$ cat src/rtl/ser2par_pingpong.sv
// Serial-to-parallel frame builder with a fill bank and an output bank.
// A completed fill bank is handed to the output bank (par_d) when that bank is free.
module ser2par_pingpong #(
   parameter int unsigned DW = 16,
   parameter int unsigned N  = 16
) (
   input  logic                  clk,
   input  logic                  rst,
   input  logic [DW-1:0]         in_d,
   input  logic                  in_valid,
   output logic                  in_ready,
   input  logic                  bitrev,
   output logic [N*DW-1:0]       par_d,
   output logic                  frame_valid,
   input  logic                  frame_ready,
   output logic [$clog2(N):0]    fill_cnt
);

   localparam int unsigned LOG2N = $clog2(N);
   localparam int unsigned CW    = LOG2N + 1;

   function automatic logic [LOG2N-1:0] rev_idx(input logic [LOG2N-1:0] x);
      logic [LOG2N-1:0] r;
      r = '0;
      for (int b = 0; b < int'(LOG2N); b++) begin
         r[b] = x[int'(LOG2N) - 1 - b];
      end
      return r;
   endfunction

   logic [DW-1:0]    bank_q [N];
   logic [DW-1:0]    bank_n [N];
   logic             mode_q;
   logic             mode_n;
   logic [N*DW-1:0]  par_n;
   logic             valid_n;
   logic             ready_n;
   logic [CW-1:0]    cnt_n;

   logic             accept;
   logic             mode_eff;
   logic [LOG2N-1:0] k;
   logic [LOG2N-1:0] lane;
   logic             fill_done;
   logic             out_free;

   // Next-state: write the incoming sample, then hand a full fill bank to the output when free
   always_comb begin
      bank_n    = bank_q;
      mode_n    = mode_q;
      par_n     = par_d;
      valid_n   = frame_valid && !frame_ready;
      cnt_n     = fill_cnt;
      accept    = in_valid && in_ready;
      k         = fill_cnt[LOG2N-1:0];
      mode_eff  = (fill_cnt == '0) ? bitrev : mode_q;
      lane      = mode_eff ? rev_idx(k) : k;
      out_free  = !frame_valid || frame_ready;

      if (accept) begin
         bank_n[lane] = in_d;
         cnt_n        = fill_cnt + CW'(1);
         if (fill_cnt == '0) begin
            mode_n = bitrev;
         end
      end

      // Completion this cycle, or a full bank already waiting for the output
      fill_done = (fill_cnt == CW'(N)) || (accept && (fill_cnt == CW'(N - 1)));

      if (fill_done && out_free) begin
         for (int j = 0; j < int'(N); j++) begin
            par_n[j*DW +: DW] = bank_n[j];
         end
         valid_n = 1'b1;
         cnt_n   = '0;
      end

      ready_n = (cnt_n != CW'(N));
   end

   always_ff @(posedge clk) begin
      if (!rst) begin
         for (int j = 0; j < int'(N); j++) begin
            bank_q[j] <= '0;
         end
         mode_q      <= 1'b0;
         par_d       <= '0;
         frame_valid <= 1'b0;
         in_ready    <= 1'b1;
         fill_cnt    <= '0;
      end else begin
         bank_q      <= bank_n;
         mode_q      <= mode_n;
         par_d       <= par_n;
         frame_valid <= valid_n;
         in_ready    <= ready_n;
         fill_cnt    <= cnt_n;
      end
   end

endmodule

$ cat config.mk
export PLATFORM = sky130hd
export DESIGN_NAME = ser2par_pingpong
export DESIGN_NICKNAME = d
export VERILOG_FILES = /design/src/rtl/ser2par_pingpong.sv
export SDC_FILE = /design/constraint.sdc
export NUM_CORES = 1
export LEC_CHECK = 0
export BUFFER_PORTS_ARGS = -buffer_cell sky130_fd_sc_hd__buf_4
export CAP_MARGIN = 10
export CELL_PAD_IN_SITES_DETAIL_PLACEMENT = 0
export CELL_PAD_IN_SITES_GLOBAL_PLACEMENT = 1
export CORE_ASPECT_RATIO = 0.8
export CORE_MARGIN = 4
export CORE_UTILIZATION = 43
export DETAILED_ROUTE_END_ITERATION = 8
export HOLD_SLACK_MARGIN = 0.06
export PLACE_DENSITY = 0.9
export SYNTH_ARGS = -nofsm -noshare
export SYNTH_HDL_FRONTEND = slang
export SYNTH_SLANG_ARGS = --single-unit
$ cat constraint.sdc
create_clock -name clk -period 4 [get_ports clk]
set_clock_uncertainty 0.15 [all_clocks]
set_input_delay 0.6 -clock clk [delete_from_list [all_inputs] [get_ports clk]]
set_output_delay 0.6 -clock clk [all_outputs]
set_load 0.1 [all_outputs]
* After elaboration in Yosys (flattened, before gate mapping)
Index checks and enable logic that the tools add are counted. Widths: inputs -> output; s select.
Operators by class: reduce and logical (&&, ||, !) cells 10, shift operators 0, eq/ne operators 3, multiplexer cells 9, bitwise operators 1, magnitude comparators 2, divide/modulo/power cells 0, $add $sub $neg 1, $mul 0
Operators with widths (number):
- $bwmux 256 | 1
- $mux 256 | 1
- $demux 16 s4 | 1
- $mux 16 | 1
- $mux 5 | 2
- $add 5x1->5 const B | 1
- $eq 5x4->1 const B | 1
- $eq 5x5->1 const B | 1
- $ge 5x5->1 const B | 1
- $logic_and 1x1->1 | 5
- $logic_not 5->1 | 1
- $lt 5x1->1 const B | 1
- $ne 5x5->1 const B | 1
- $not 4->5 | 1
- $mux 4 | 1
- $logic_not 1->1 | 2
- $logic_or 1x1->1 | 2
- $mux 1 | 2
Word-level totals: memory bits (writable) 0, latch bits 0, output and inout port bits 263, ROM bits 0, word-level logic and storage cells 47, input port bits 21, memories kept 0, bits in registers 520

* Logic depth before layout (Yosys ltp)
Gate-level depths: netlist of run 1.
depth after elaboration 10, depth in mapped cells 10, depth with buffers taken out 8

* Worst setup path before layout of run 1
OpenSTA, ideal clock, no wires.
path kind register to register, start point register fill_cnt[0], end point register par_d[214], setup time 128 ps, path buffers 2, setup slack 558 ps, cell stages (with the launch flop) 10, period minus slack after synthesis 3442 ps, required time 3722 ps, arrival 3164 ps, cell sequence dfxtp_1 > clkbuf_1 > inv_1 > ha_1 > nor4b_4 > mux2i_4 > mux2i_4 > buf_8 > mux2i_1 > o21ai_1
Between the ends: cells in the longest elaborated chain, start to end 10, elaborated cells on any way between the ends 16, those cells by class order compare (2); eq/ne (2); mux (6); bitwise (1); reduce/logical (5)
RTL lines:
- start, declared | RTL line 16 | output logic [$clog2(N):0] fill_cnt
- start signal, assigned | RTL line 98 | fill_cnt <= cnt_n;
- $logic_not 5->1 | RTL line 56 | mode_eff = (fill_cnt == '0) ? bitrev : mode_q;
- $mux 1
- $mux 4 | RTL line 57 | lane = mode_eff ? rev_idx(k) : k;
- $not 4->5 (not written as such) | RTL line 61 | bank_n[lane] = in_d;
- $ge 5x5->1 (not written as such) / $lt 5x1->1 (equally long branches) | RTL line 61
- $logic_and 1x1->1 (not written as such) | RTL line 61
- $mux 16 (not written as such) | RTL line 61
- $demux 16 s4 | RTL line 61
- $bwmux 256 | RTL line 61
- $mux 256 | RTL line 60 | if (accept) begin
- end signal, assigned | RTL line 95 | par_d <= par_n;
- end, declared | RTL line 13 | output logic [N*DW-1:0] par_d,
Parallel ways exist; a longest one is shown, timed or not. A chain may end at the register's enable or synchronous reset.

* Worst setup path after layout of run 1
start point register fill_cnt[0], end point register par_d[208]
Same word-level chain as after synthesis.

==> results.txt, run 1 <==
----------------------------------------------------
[Cells and area]
  Number of cells in the finished layout apart from fillers ... 2,615
  Finished Core Util ... 53.6%
  Share of layout cells above drive strength 1 ... 19.6%
  Net count, final ... 2,059
  Area grow syn2layout ... 22.7%
  Diodes inserted ... 0

[Clock tree]
  Maximum buffer depth of the clock tree ... 3
  Clock slew seen by the registers of the worst setup and hold paths ... 70 ps
  Source-to-sink clock delay at the later pin of the worst-skew pair ... 560 ps
  Clock tree from TritonCTS ... built
  Hold bufs inserted after CTS ... 0
  Total clock buffers created by CTS ... 50
  Clock H-tree levels ... 2
  Cells resized by post-CTS repair ... 0
  Setup fix buffers added after clock tree synthesis ... 0
  CTS root buffer ... sky130_fd_sc_hd__clkbuf_16
  Number of sinks handled by clock tree synthesis ... 520

[STA]
  Setup TNS after final layout ... 0 ps
  Setup repair after global routing missed its margin ... no
  Hold Vio Cnt, Final ... 0
  Relative slew slack ... 23.8%
  Final Worst Setup Slack ... 681 ps
  Endpoints failing setup ... 0
  Max Freq ... 301 MHz
  Share of the cycle needed by the critical path after routing ... 83.0%
  Post-Route Hold Slack ... 240 ps
  Slew Limit Fails ... 0
  Crit path time final ... 3320 ps
  Transition time of the tightest slew-check pin ... 1140 ps

[Setup path]
  R2r endpoint ... par_d[208]
  Cell count of the worst reg-to-reg path ... 7
  Crit path required time ... 4240 ps
  CP max FO ... 16
  Worst reg-to-reg setup slack ... 680 ps
  Critical path type ... register to register
  Data arrival at the endpoint of the critical path ... 3560 ps
  Reg-to-Reg Start ... fill_cnt[0]
  Capturing element type of the critical path ... register
  Type of element launching the critical path ... register

[Synthesis]
  Synth top area share ... 58.3%
  Synthesized instance count ... 1,836
  Cell Area, Synth ... 17,900 um^2
  Count of different cell masters after synthesis ... 43
  Average size of a mapped cell ... 9.73 um^2
  Leading cell types by total area after synthesis ... sky130_fd_sc_hd__dfxtp_1 58%, sky130_fd_sc_hd__mux2i_1 13%, sky130_fd_sc_hd__nand2_1 5.9%, sky130_fd_sc_hd__o21ai_0 5.5%, sky130_fd_sc_hd__nor2_1 4.9%
  Fraction of registers with async set or reset after synthesis ... 0%
  Most common flop cell mapped by yosys ... sky130_fd_sc_hd__dfxtp_1
  Biggest area consumer among synthesized cells ... sky130_fd_sc_hd__dfxtp_1
  Total number of yosys warnings ... 0
  Net count after synthesis ... 1,860
  Flop and latch count out of synthesis ... 520
  Count of flip-flops with a built-in enable after synthesis ... 0
  Sequential share of the synthesized area ... 58.3%

[Min path]
  Hold path cells ... 3
  Hold Path Sink ... frame_valid
  Type of the most critical hold path ... input port to register
  Startpoint of the lowest-slack hold path ... frame_ready

[Power and ir drop]
  Pleak ... 0.00919 uW
  Maximum resistive drop on vdd ... 0.000359 V
  Power density relative to cell area ... 504 nW/um^2
  Sw Ratio ... 24.0%
  Power share of the sequential group ... 47.7%
  Relative contribution of combinational cells to total power ... 7.2%
  Switching pwr ... 2650 uW
  Internal cell power ... 8400 uW
  Share of power burned in the clock network ... 45.1%

[Floorplanning]
  Die height ... 190 um
  Site row count ... 66
  Top-level port count ... 284
  Horizontal extent of the die ... 236 um
  Total die area ... 44,900 um^2
  Std-Cell Core Area ... 40,900 um^2
  Initial standard-cell utilization of the core ... 43.7%

[Detailed routing]
  Drt first-iter violations ... 947
  Vias ... 13,700
  Post-detailed-route DRC marker count ... 0
  Total wire length after detailed routing ... 51.5 mm
  Detail Route Antenna Nets ... 0
  Number of detailed-routing iterations run before antenna repair ... 5
  Routed wire length per instance ... 19.7 um
  Number of vias per cell ... 5.26

[Global route]
  Pin count of the biggest net entering global routing ... 158
  Global-route wire length before repair ... 77.5 mm
  Overall overflow remaining after global route ... 0
  GRT Total Usage ... 21.8%
  Vias in the first global route ... 13,300
  Antenna violations before repair ... 2

[Placement]
  IO Port Bufs ... 283
  Setup slack after placement ... 742 ps
  Final HPWL DP ... 31.0 mm
  Number of placed instances with taps included ... 2,527
  Placer's final routability congestion estimate ... 0.804

[Run status]
  Status ... finished clean

[Run]
  Number of max-cap violations ... 0

----------------------------------------------------
[through the flow]
stage	cell area, um^2	total power [uW]
2_1_floorplan	17900	5950
3_3_place_gp	20200	6170
3_5_place_dp	20200	6180
4_1_cts	21900	11100
5_1_grt	21900	11400
6_report	21900	11100
[synthesized netlist by cell type, types with 3 or more instances]
library cell	number
sky130_fd_sc_hd__inv_1	3
sky130_fd_sc_hd__buf_8	4
sky130_fd_sc_hd__o21ai_0	197
sky130_fd_sc_hd__mux2i_4	9
sky130_fd_sc_hd__ha_1	3
sky130_fd_sc_hd__nand3_1	5
sky130_fd_sc_hd__mux2i_1	226
sky130_fd_sc_hd__o21ai_1	60
sky130_fd_sc_hd__clkbuf_1	113
sky130_fd_sc_hd__nand2b_1	5
sky130_fd_sc_hd__o211ai_1	32
sky130_fd_sc_hd__buf_6	6
sky130_fd_sc_hd__buf_4	4
sky130_fd_sc_hd__a21oi_1	3
sky130_fd_sc_hd__nor3_1	4
sky130_fd_sc_hd__nor2_1	235
sky130_fd_sc_hd__o22ai_1	32
sky130_fd_sc_hd__dfxtp_1	520
sky130_fd_sc_hd__nand4_1	35
sky130_fd_sc_hd__buf_2	27
sky130_fd_sc_hd__nand2_1	283
[worst max-delay path: stages, from the launching register on]
cell and delay [ps]:
sky130_fd_sc_hd__dfxtp_1 450, sky130_fd_sc_hd__inv_1 140, sky130_fd_sc_hd__ha_1 190, sky130_fd_sc_hd__nor4b_4 360
sky130_fd_sc_hd__mux2i_4 570, sky130_fd_sc_hd__mux2i_4 840, sky130_fd_sc_hd__mux2i_1 320, sky130_fd_sc_hd__o21ai_0 120
[metal layers]
layer	routed length (um)	GRT usage, %
met5	27	0
met1	23000	29.5
met3	3390	4.93
met2	24100	35.7
met4	995	5.17
[layout make-up]
type                            instances  area (um^2)
Fill cell                            3668        19000
Sequential cell                       520        10400
Multi-Input combinational cell       1156         6730
Timing Repair Buffer                  303         2320
Clock buffer                           65         1400
Tap cell                              544          681
Clock inverter                         23          352
Inverter                                4         22.5
[worst max path at each step]
stage	start	endpoint	slack (ps)	cells after the start
after floorplan	fill_cnt[0]	par_d[214]	560	9
after detailed placement	fill_cnt[0]	par_d[211]	740	7
after CTS	fill_cnt[0]	par_d[222]	730	7
final	fill_cnt[0]	par_d[208]	680	7
after global routing	fill_cnt[0]	bank_q[27]	450	7
after global placement	fill_cnt[0]	par_d[68]	870	7
[cell families after synthesis]
| group | Yosys count | share of synthesized area (%) |
|---|---|---|
| AOI/OAI and AO/OA | 331 | 10.1 |
| and+or+nand+nor | 583 | 13.3 |
| adders and majority gates | 3 | 0.210 |
| muxes | 236 | 13.9 |
| buffers and inverters | 160 | 4.14 |
| xor gates and xnor gates | 3 | 0.147 |
| DFF | 520 | 58.3 |
[registers in the layout, summed over array words and instances, names as in the netlist]
register and flops:
in_ready 1, mode_q 1, bank_q 256, par_d 256, fill_cnt 5, frame_valid 1
[layout by cell type, fill, tap and decap left out, types with 2 or more instances in the layout]
cell type / Yosys / final
sky130_fd_sc_hd__buf_4: 4 / 299
sky130_fd_sc_hd__o22ai_1: 32 / 32
sky130_fd_sc_hd__and3_1: 2 / 2
sky130_fd_sc_hd__clkinv_2: 0 / 6
sky130_fd_sc_hd__nor2_2: 1 / 2
sky130_fd_sc_hd__nand3_1: 5 / 5
sky130_fd_sc_hd__mux2i_4: 9 / 9
sky130_fd_sc_hd__o21ai_0: 197 / 197
sky130_fd_sc_hd__clkbuf_16: 0 / 50
sky130_fd_sc_hd__a21oi_2: 2 / 2
sky130_fd_sc_hd__nand4_1: 35 / 35
sky130_fd_sc_hd__nor3b_1: 2 / 2
sky130_fd_sc_hd__clkbuf_8: 0 / 9
sky130_fd_sc_hd__nor2b_1: 2 / 2
sky130_fd_sc_hd__nor2_1: 235 / 233
sky130_fd_sc_hd__xor2_1: 2 / 2
sky130_fd_sc_hd__bufinv_16: 0 / 8
sky130_fd_sc_hd__nand2_1: 283 / 282
sky130_fd_sc_hd__o21ai_1: 60 / 60
sky130_fd_sc_hd__o211ai_1: 32 / 32
sky130_fd_sc_hd__inv_6: 0 / 3
sky130_fd_sc_hd__clkbuf_1: 113 / 6
sky130_fd_sc_hd__o21a_1: 2 / 2
sky130_fd_sc_hd__a21oi_1: 3 / 3
sky130_fd_sc_hd__mux2i_1: 226 / 226
sky130_fd_sc_hd__clkinvlp_4: 0 / 4
sky130_fd_sc_hd__and2_1: 2 / 2
sky130_fd_sc_hd__nor3_1: 4 / 4
sky130_fd_sc_hd__inv_1: 3 / 3
sky130_fd_sc_hd__buf_12: 0 / 4
sky130_fd_sc_hd__ha_1: 3 / 3
sky130_fd_sc_hd__nand2b_1: 5 / 5
sky130_fd_sc_hd__dfxtp_1: 520 / 520
[power groups by stage]
stage          sequential [uW]  clock, uW  combinational (uW)
3_3_place_gp              5380          0                 787
3_5_place_dp              5390          0                 795
4_1_cts                   5270       5070                 797
5_1_grt                   5280       5280                 840
2_1_floorplan             5520          0                 434
6_report                  5270       4990                 795
Note: power is estimated with default switching activity, not from simulation.
==> inputs of run 2 (changes only) <==
--- a/config.mk
+++ b/config.mk
@@ -5,16 +5,17 @@
 export SDC_FILE = /design/constraint.sdc
 export NUM_CORES = 1
 export LEC_CHECK = 0
+export ABC_AREA = 1
 export BUFFER_PORTS_ARGS = -buffer_cell sky130_fd_sc_hd__buf_4
 export CAP_MARGIN = 10
 export CELL_PAD_IN_SITES_DETAIL_PLACEMENT = 0
 export CELL_PAD_IN_SITES_GLOBAL_PLACEMENT = 1
 export CORE_ASPECT_RATIO = 0.8
 export CORE_MARGIN = 4
-export CORE_UTILIZATION = 43
+export CORE_UTILIZATION = 42
 export DETAILED_ROUTE_END_ITERATION = 8
 export HOLD_SLACK_MARGIN = 0.06
-export PLACE_DENSITY = 0.9
+export PLACE_DENSITY = 0.91
 export SYNTH_ARGS = -nofsm -noshare
 export SYNTH_HDL_FRONTEND = slang
 export SYNTH_SLANG_ARGS = --single-unit
==> constraint.sdc (replaced) <==
create_clock -name clk -period 3.35 [get_ports clk]
set_clock_uncertainty 0.15 [all_clocks]
set_input_delay 0.5025 -clock clk [delete_from_list [all_inputs] [get_ports clk]]
set_output_delay 0.5025 -clock clk [all_outputs]
set_load 0.1 [all_outputs]
==> run 2 against run 1 <==
Compared with the run above: worst setup slack got worse by 330 ps; via count increased by 36%; power increased by 27%; non-clock buffer count increased by 27; final cell count increased by 42%; utilization decreased by 2.1 points; combinational power increased by 100%; global-route usage increased by 1.0 points; sequential cell count unchanged; sequential power increased by 21%; sequential share of layout area decreased by 5.8 points; critical endpoint is now bank_q[167]; largest power group unchanged.
==> results.txt, run 2 <==
----------------------------------------------------
[Detailed routing]
  Routed length on met3 ... 3.71 mm (was 3.39 mm)
  Drt first-iter violations ... 1,763 (was 947)
  Number of vias per cell ... 5.05 (was 5.26)
  Post-detailed-route DRC marker count ... 0 (unchanged)
  Vias ... 18,700 (was 13,700)
  Met2 routed wirelength ... 29.3 mm (was 24.1 mm)
  Number of detailed-routing iterations run before antenna repair ... 6 (was 5)
  Total wire length after detailed routing ... 62.6 mm (was 51.5 mm)
  Routed wire length per instance ... 16.9 um (was 19.7 um)
  M1 wire length ... 27.9 mm (was 23.0 mm)
  Detail Route Antenna Nets ... 0 (unchanged)
  Top sig layer ... met4 (was met5)

[Power and ir drop]
  Power density relative to cell area ... 564 nW/um^2 (was 504 nW/um^2)
  Pleak ... 0.0115 uW (was 0.00919 uW)
  Maximum resistive drop on vdd ... 0.000369 V (was 0.000359 V)

[Floorplanning]
  Die height ... 206 um (was 190 um)
  Site row count ... 72 (was 66)
  Top-level port count ... 284 (unchanged)
  Std-Cell Core Area ... 48,500 um^2 (was 40,900 um^2)
  Horizontal extent of the die ... 256 um (was 236 um)
  Total die area ... 52,800 um^2 (was 44,900 um^2)
  Initial standard-cell utilization of the core ... 42.6% (was 43.7%)

[Placement]
  Final HPWL DP ... 40.3 mm (was 31.0 mm)
  Placer's final routability congestion estimate ... 0.793 (was 0.804)
  IO Port Bufs ... 283 (unchanged)
  Number of placed instances with taps included ... 3,604 (was 2,527)

[Cells and area]
  Finished Core Util ... 51.5% (was 53.6%)
  Number of cells in the finished layout apart from fillers ... 3,702 (was 2,615)
  Biggest regs ... bank_q x256, par_d x256, fill_cnt x5 (unchanged)
  Most frequent standard cell in the layout excluding fill and tap cells ... sky130_fd_sc_hd__nand2_1 (was sky130_fd_sc_hd__dfxtp_1)
  Area grow syn2layout ... 20.8% (was 22.7%)
  Filler Cells Inserted ... 4,631 (was 3,668)
  Share of layout cells above drive strength 1 ... 16.6% (was 19.6%)
  Net count, final ... 3,054 (was 2,059)
  Most frequent cells in the layout ... 943 x sky130_fd_sc_hd__nand2_1, 520 x sky130_fd_sc_hd__dfxtp_1, 348 x sky130_fd_sc_hd__nand3_1 (was 520 x sky130_fd_sc_hd__dfxtp_1, 299 x sky130_fd_sc_hd__buf_4, 282 x sky130_fd_sc_hd__nand2_1)

[Clock tree]
  Clock tree from TritonCTS ... built (unchanged)
  Clock slew seen by the registers of the worst setup and hold paths ... 70 ps (about the same)
  Source-to-sink clock delay at the later pin of the worst-skew pair ... 600 ps (was 560 ps)
  Maximum buffer depth of the clock tree ... 3 (unchanged)
  Number of sinks handled by clock tree synthesis ... 520 (unchanged)
  Clock H-tree levels ... 2 (unchanged)
  Total clock buffers created by CTS ... 52 (was 50)
  CTS root buffer ... sky130_fd_sc_hd__clkbuf_16 (unchanged)

[Setup path]
  Data arrival at the endpoint of the critical path ... 3370 ps (was 3560 ps)
  CP max FO ... 34 (was 16)
  Critical path type ... register to register (unchanged)
  Capturing element type of the critical path ... register (unchanged)
  Type of element launching the critical path ... register (unchanged)
  Crit path required time ... 3720 ps (was 4240 ps)

[Synthesis]
  Fraction of registers with async set or reset after synthesis ... 0% (unchanged)
  Flop and latch count out of synthesis ... 520 (unchanged)
  Synthesized instance count ... 2,821 (was 1,836)
  Post-synthesis adder-cell area fraction ... 0.182% (was 0.210%)
  Parity-gate share of the synthesized area counting xor and xnor cells ... 0.0424% (was 0.147%)
  Cell Area, Synth ... 20,700 um^2 (was 17,900 um^2)
  Fraction of synthesized area in multiplexers ... 0% (was 13.9%)
  Sequential share of the synthesized area ... 50.4% (was 58.3%)
  Total number of yosys warnings ... 0 (unchanged)
  Most common flop cell mapped by yosys ... sky130_fd_sc_hd__dfxtp_1 (unchanged)
  Average size of a mapped cell ... 7.32 um^2 (was 9.73 um^2)
  Combinational family with the most area after synthesis ... simple AND/OR/NAND/NOR gates (was multiplexers)
  Most frequent cells after synthesis ... 943 x sky130_fd_sc_hd__nand2_1, 520 x sky130_fd_sc_hd__dfxtp_1, 348 x sky130_fd_sc_hd__nand3_1 (was 520 x sky130_fd_sc_hd__dfxtp_1, 283 x sky130_fd_sc_hd__nand2_1, 235 x sky130_fd_sc_hd__nor2_1)
  Most common cell in the synthesized netlist ... sky130_fd_sc_hd__nand2_1 (was sky130_fd_sc_hd__dfxtp_1)
  Complex-gate fraction of the synthesized area ... 5.64% (was 10.1%)
  Count of flip-flops with a built-in enable after synthesis ... 0 (unchanged)
  Simple-gate share of the synthesized area ... 35.6% (was 13.3%)
  Count of different cell masters after synthesis ... 31 (was 43)
  Net count after synthesis ... 2,845 (was 1,860)
  Biggest area consumer among synthesized cells ... sky130_fd_sc_hd__dfxtp_1 (unchanged)
  Leading cell types by total area after synthesis ... sky130_fd_sc_hd__dfxtp_1 50%, sky130_fd_sc_hd__nand2_1 17%, sky130_fd_sc_hd__nand3_1 8.4%, sky130_fd_sc_hd__nor2_1 5.1%, sky130_fd_sc_hd__inv_1 4.0% (was sky130_fd_sc_hd__dfxtp_1 58%, sky130_fd_sc_hd__mux2i_1 13%, sky130_fd_sc_hd__nand2_1 5.9%, sky130_fd_sc_hd__o21ai_0 5.5%, sky130_fd_sc_hd__nor2_1 4.9%)
  Synth top area share ... 50.4% (was 58.3%)

[Global route]
  Antenna violations before repair ... 0 (was 2)
  Global-route wire length before repair ... 96.6 mm (was 77.5 mm)
  Overall overflow remaining after global route ... 0 (unchanged)
  Vias in the first global route ... 17,100 (was 13,300)
  GRT Total Usage ... 22.8% (was 21.8%)
  Pin count of the biggest net entering global routing ... 134 (was 158)

[STA]
  Crit path time final ... 3000 ps (was 3320 ps)
  Slew Limit Fails ... 0 (unchanged)
  Hold Vio Cnt, Final ... 0 (unchanged)
  Transition time of the tightest slew-check pin ... 985 ps (was 1140 ps)
  Setup TNS after final layout ... 0 ps (unchanged)
  Max Freq ... 333 MHz (was 301 MHz)
  Relative slew slack ... 34.3% (was 23.8%)
  Setup repair after global routing missed its margin ... no (unchanged)
  Endpoints failing setup ... 0 (unchanged)
  Share of the cycle needed by the critical path after routing ... 89.6% (was 83.0%)

[Run status]
  Status ... finished clean (unchanged)

[Run]
  Number of max-cap violations ... 0 (unchanged)

[Min path]
  Type of the most critical hold path ... input port to register (unchanged)

----------------------------------------------------
-- run 2: cell types whose count changed in the layout (fill, tap and decap cells not counted), moves of 31 or more --
| cell | before | now |
|---|---|---|
| sky130_fd_sc_hd__a21oi_1 | 3 | 161 |
| sky130_fd_sc_hd__mux2i_1 | 226 | 0 |
| sky130_fd_sc_hd__o21ai_1 | 60 | 10 |
| sky130_fd_sc_hd__o22ai_1 | 32 | 0 |
| sky130_fd_sc_hd__o21ai_0 | 197 | 57 |
| sky130_fd_sc_hd__nand3_1 | 5 | 348 |
| sky130_fd_sc_hd__inv_1 | 3 | 220 |
| sky130_fd_sc_hd__nor2_1 | 233 | 280 |
| sky130_fd_sc_hd__nand4_1 | 35 | 4 |
| sky130_fd_sc_hd__nand3_2 | 0 | 50 |
| sky130_fd_sc_hd__nand2_1 | 282 | 943 |
| sky130_fd_sc_hd__o211ai_1 | 32 | 0 |
-- run 2: logic make-up after synthesis --
kind of cell,after synthesis
DFF,520
xor gates and xnor gates,1
adders and majority gates,3
and+or+nand+nor,1666
buffers and inverters,400
AOI/OAI and AO/OA,231
-- run 2: final cells by class --
class                   count  area [um^2]  area share [%]
diodes                      1         2.50          0.0100
flip-flops and latches    520        10400            41.7
inverters                 225          862            3.45
repair buffers            330         2550            10.2
well taps                 629          787            3.15
clock buffers              76         1500            6.01
clock inverters            20          274            1.10
multi-input cells        1901         8570            34.3
-- run 2: worst paths after layout --
path | start | to | slack [ps] | cells past startpoint
hold reg to reg | par_d[167] | par_d[167] | 300 | 2
setup / recovery | fill_cnt[1] | bank_q[167] | 350 | 12
setup reg to reg | fill_cnt[1] | bank_q[167] | 350 | 12
hold / removal | frame_ready | frame_valid | 150 | 4
-- run 2: metal layers --
| metal | up-vias | track usage, % |
|---|---|---|
| met1 | 8794 | 30.7 |
| li1 | 9270 | - |
| met3 | 99 | 3.70 |
| met5 | - | 0 |
| met2 | 539 | 37.9 |
| met4 | 0 | 7.13 |
-- run 2: power by group --
part           leakage (uW)  internal [uW]  total [uW]  switching (uW)
Sequential          0.00420           6330        6390            64.4
Combinational       0.00645            345        1610            1270
Clock              0.000871           3570        6080            2500
-- run 2: through the flow --
| stage | power [uW] | instance area (um^2) | hold WS (ps) | setup WS, ps |
|---|---|---|---|---|
| finish | 14100 | 25000 | 152 | 349 |
| global route | 14600 | 25000 | 168 | 89.1 |
| CTS | 14200 | 25000 | 123 | 357 |
| detailed placement | 8140 | 23200 | 291 | 384 |
| global placement | 8110 | 23200 | 289 | 522 |
| floorplan | 7720 | 20700 | 292 | 217 |
-- run 2: repair_timing --
item,in CTS,in global routing
setup endpoints to repair,0,0
hold endpoints to repair,1,0
hold buffers,1,0
buffers inserted,0,0
resized for setup,0,0
-- run 2: critical path, cell delays in order (launching register included) --
cell                      delay, ps
sky130_fd_sc_hd__dfxtp_1        380
sky130_fd_sc_hd__inv_1          210
sky130_fd_sc_hd__ha_1           400
sky130_fd_sc_hd__nand3_4        140
sky130_fd_sc_hd__nand2_4        120
sky130_fd_sc_hd__nand3_1        100
sky130_fd_sc_hd__nand2_2        150
sky130_fd_sc_hd__nand2_4        100
sky130_fd_sc_hd__nor2_8         420
sky130_fd_sc_hd__nand2_2        350
sky130_fd_sc_hd__nand2_1        200
sky130_fd_sc_hd__nand2_1         70
sky130_fd_sc_hd__nor2_1          90
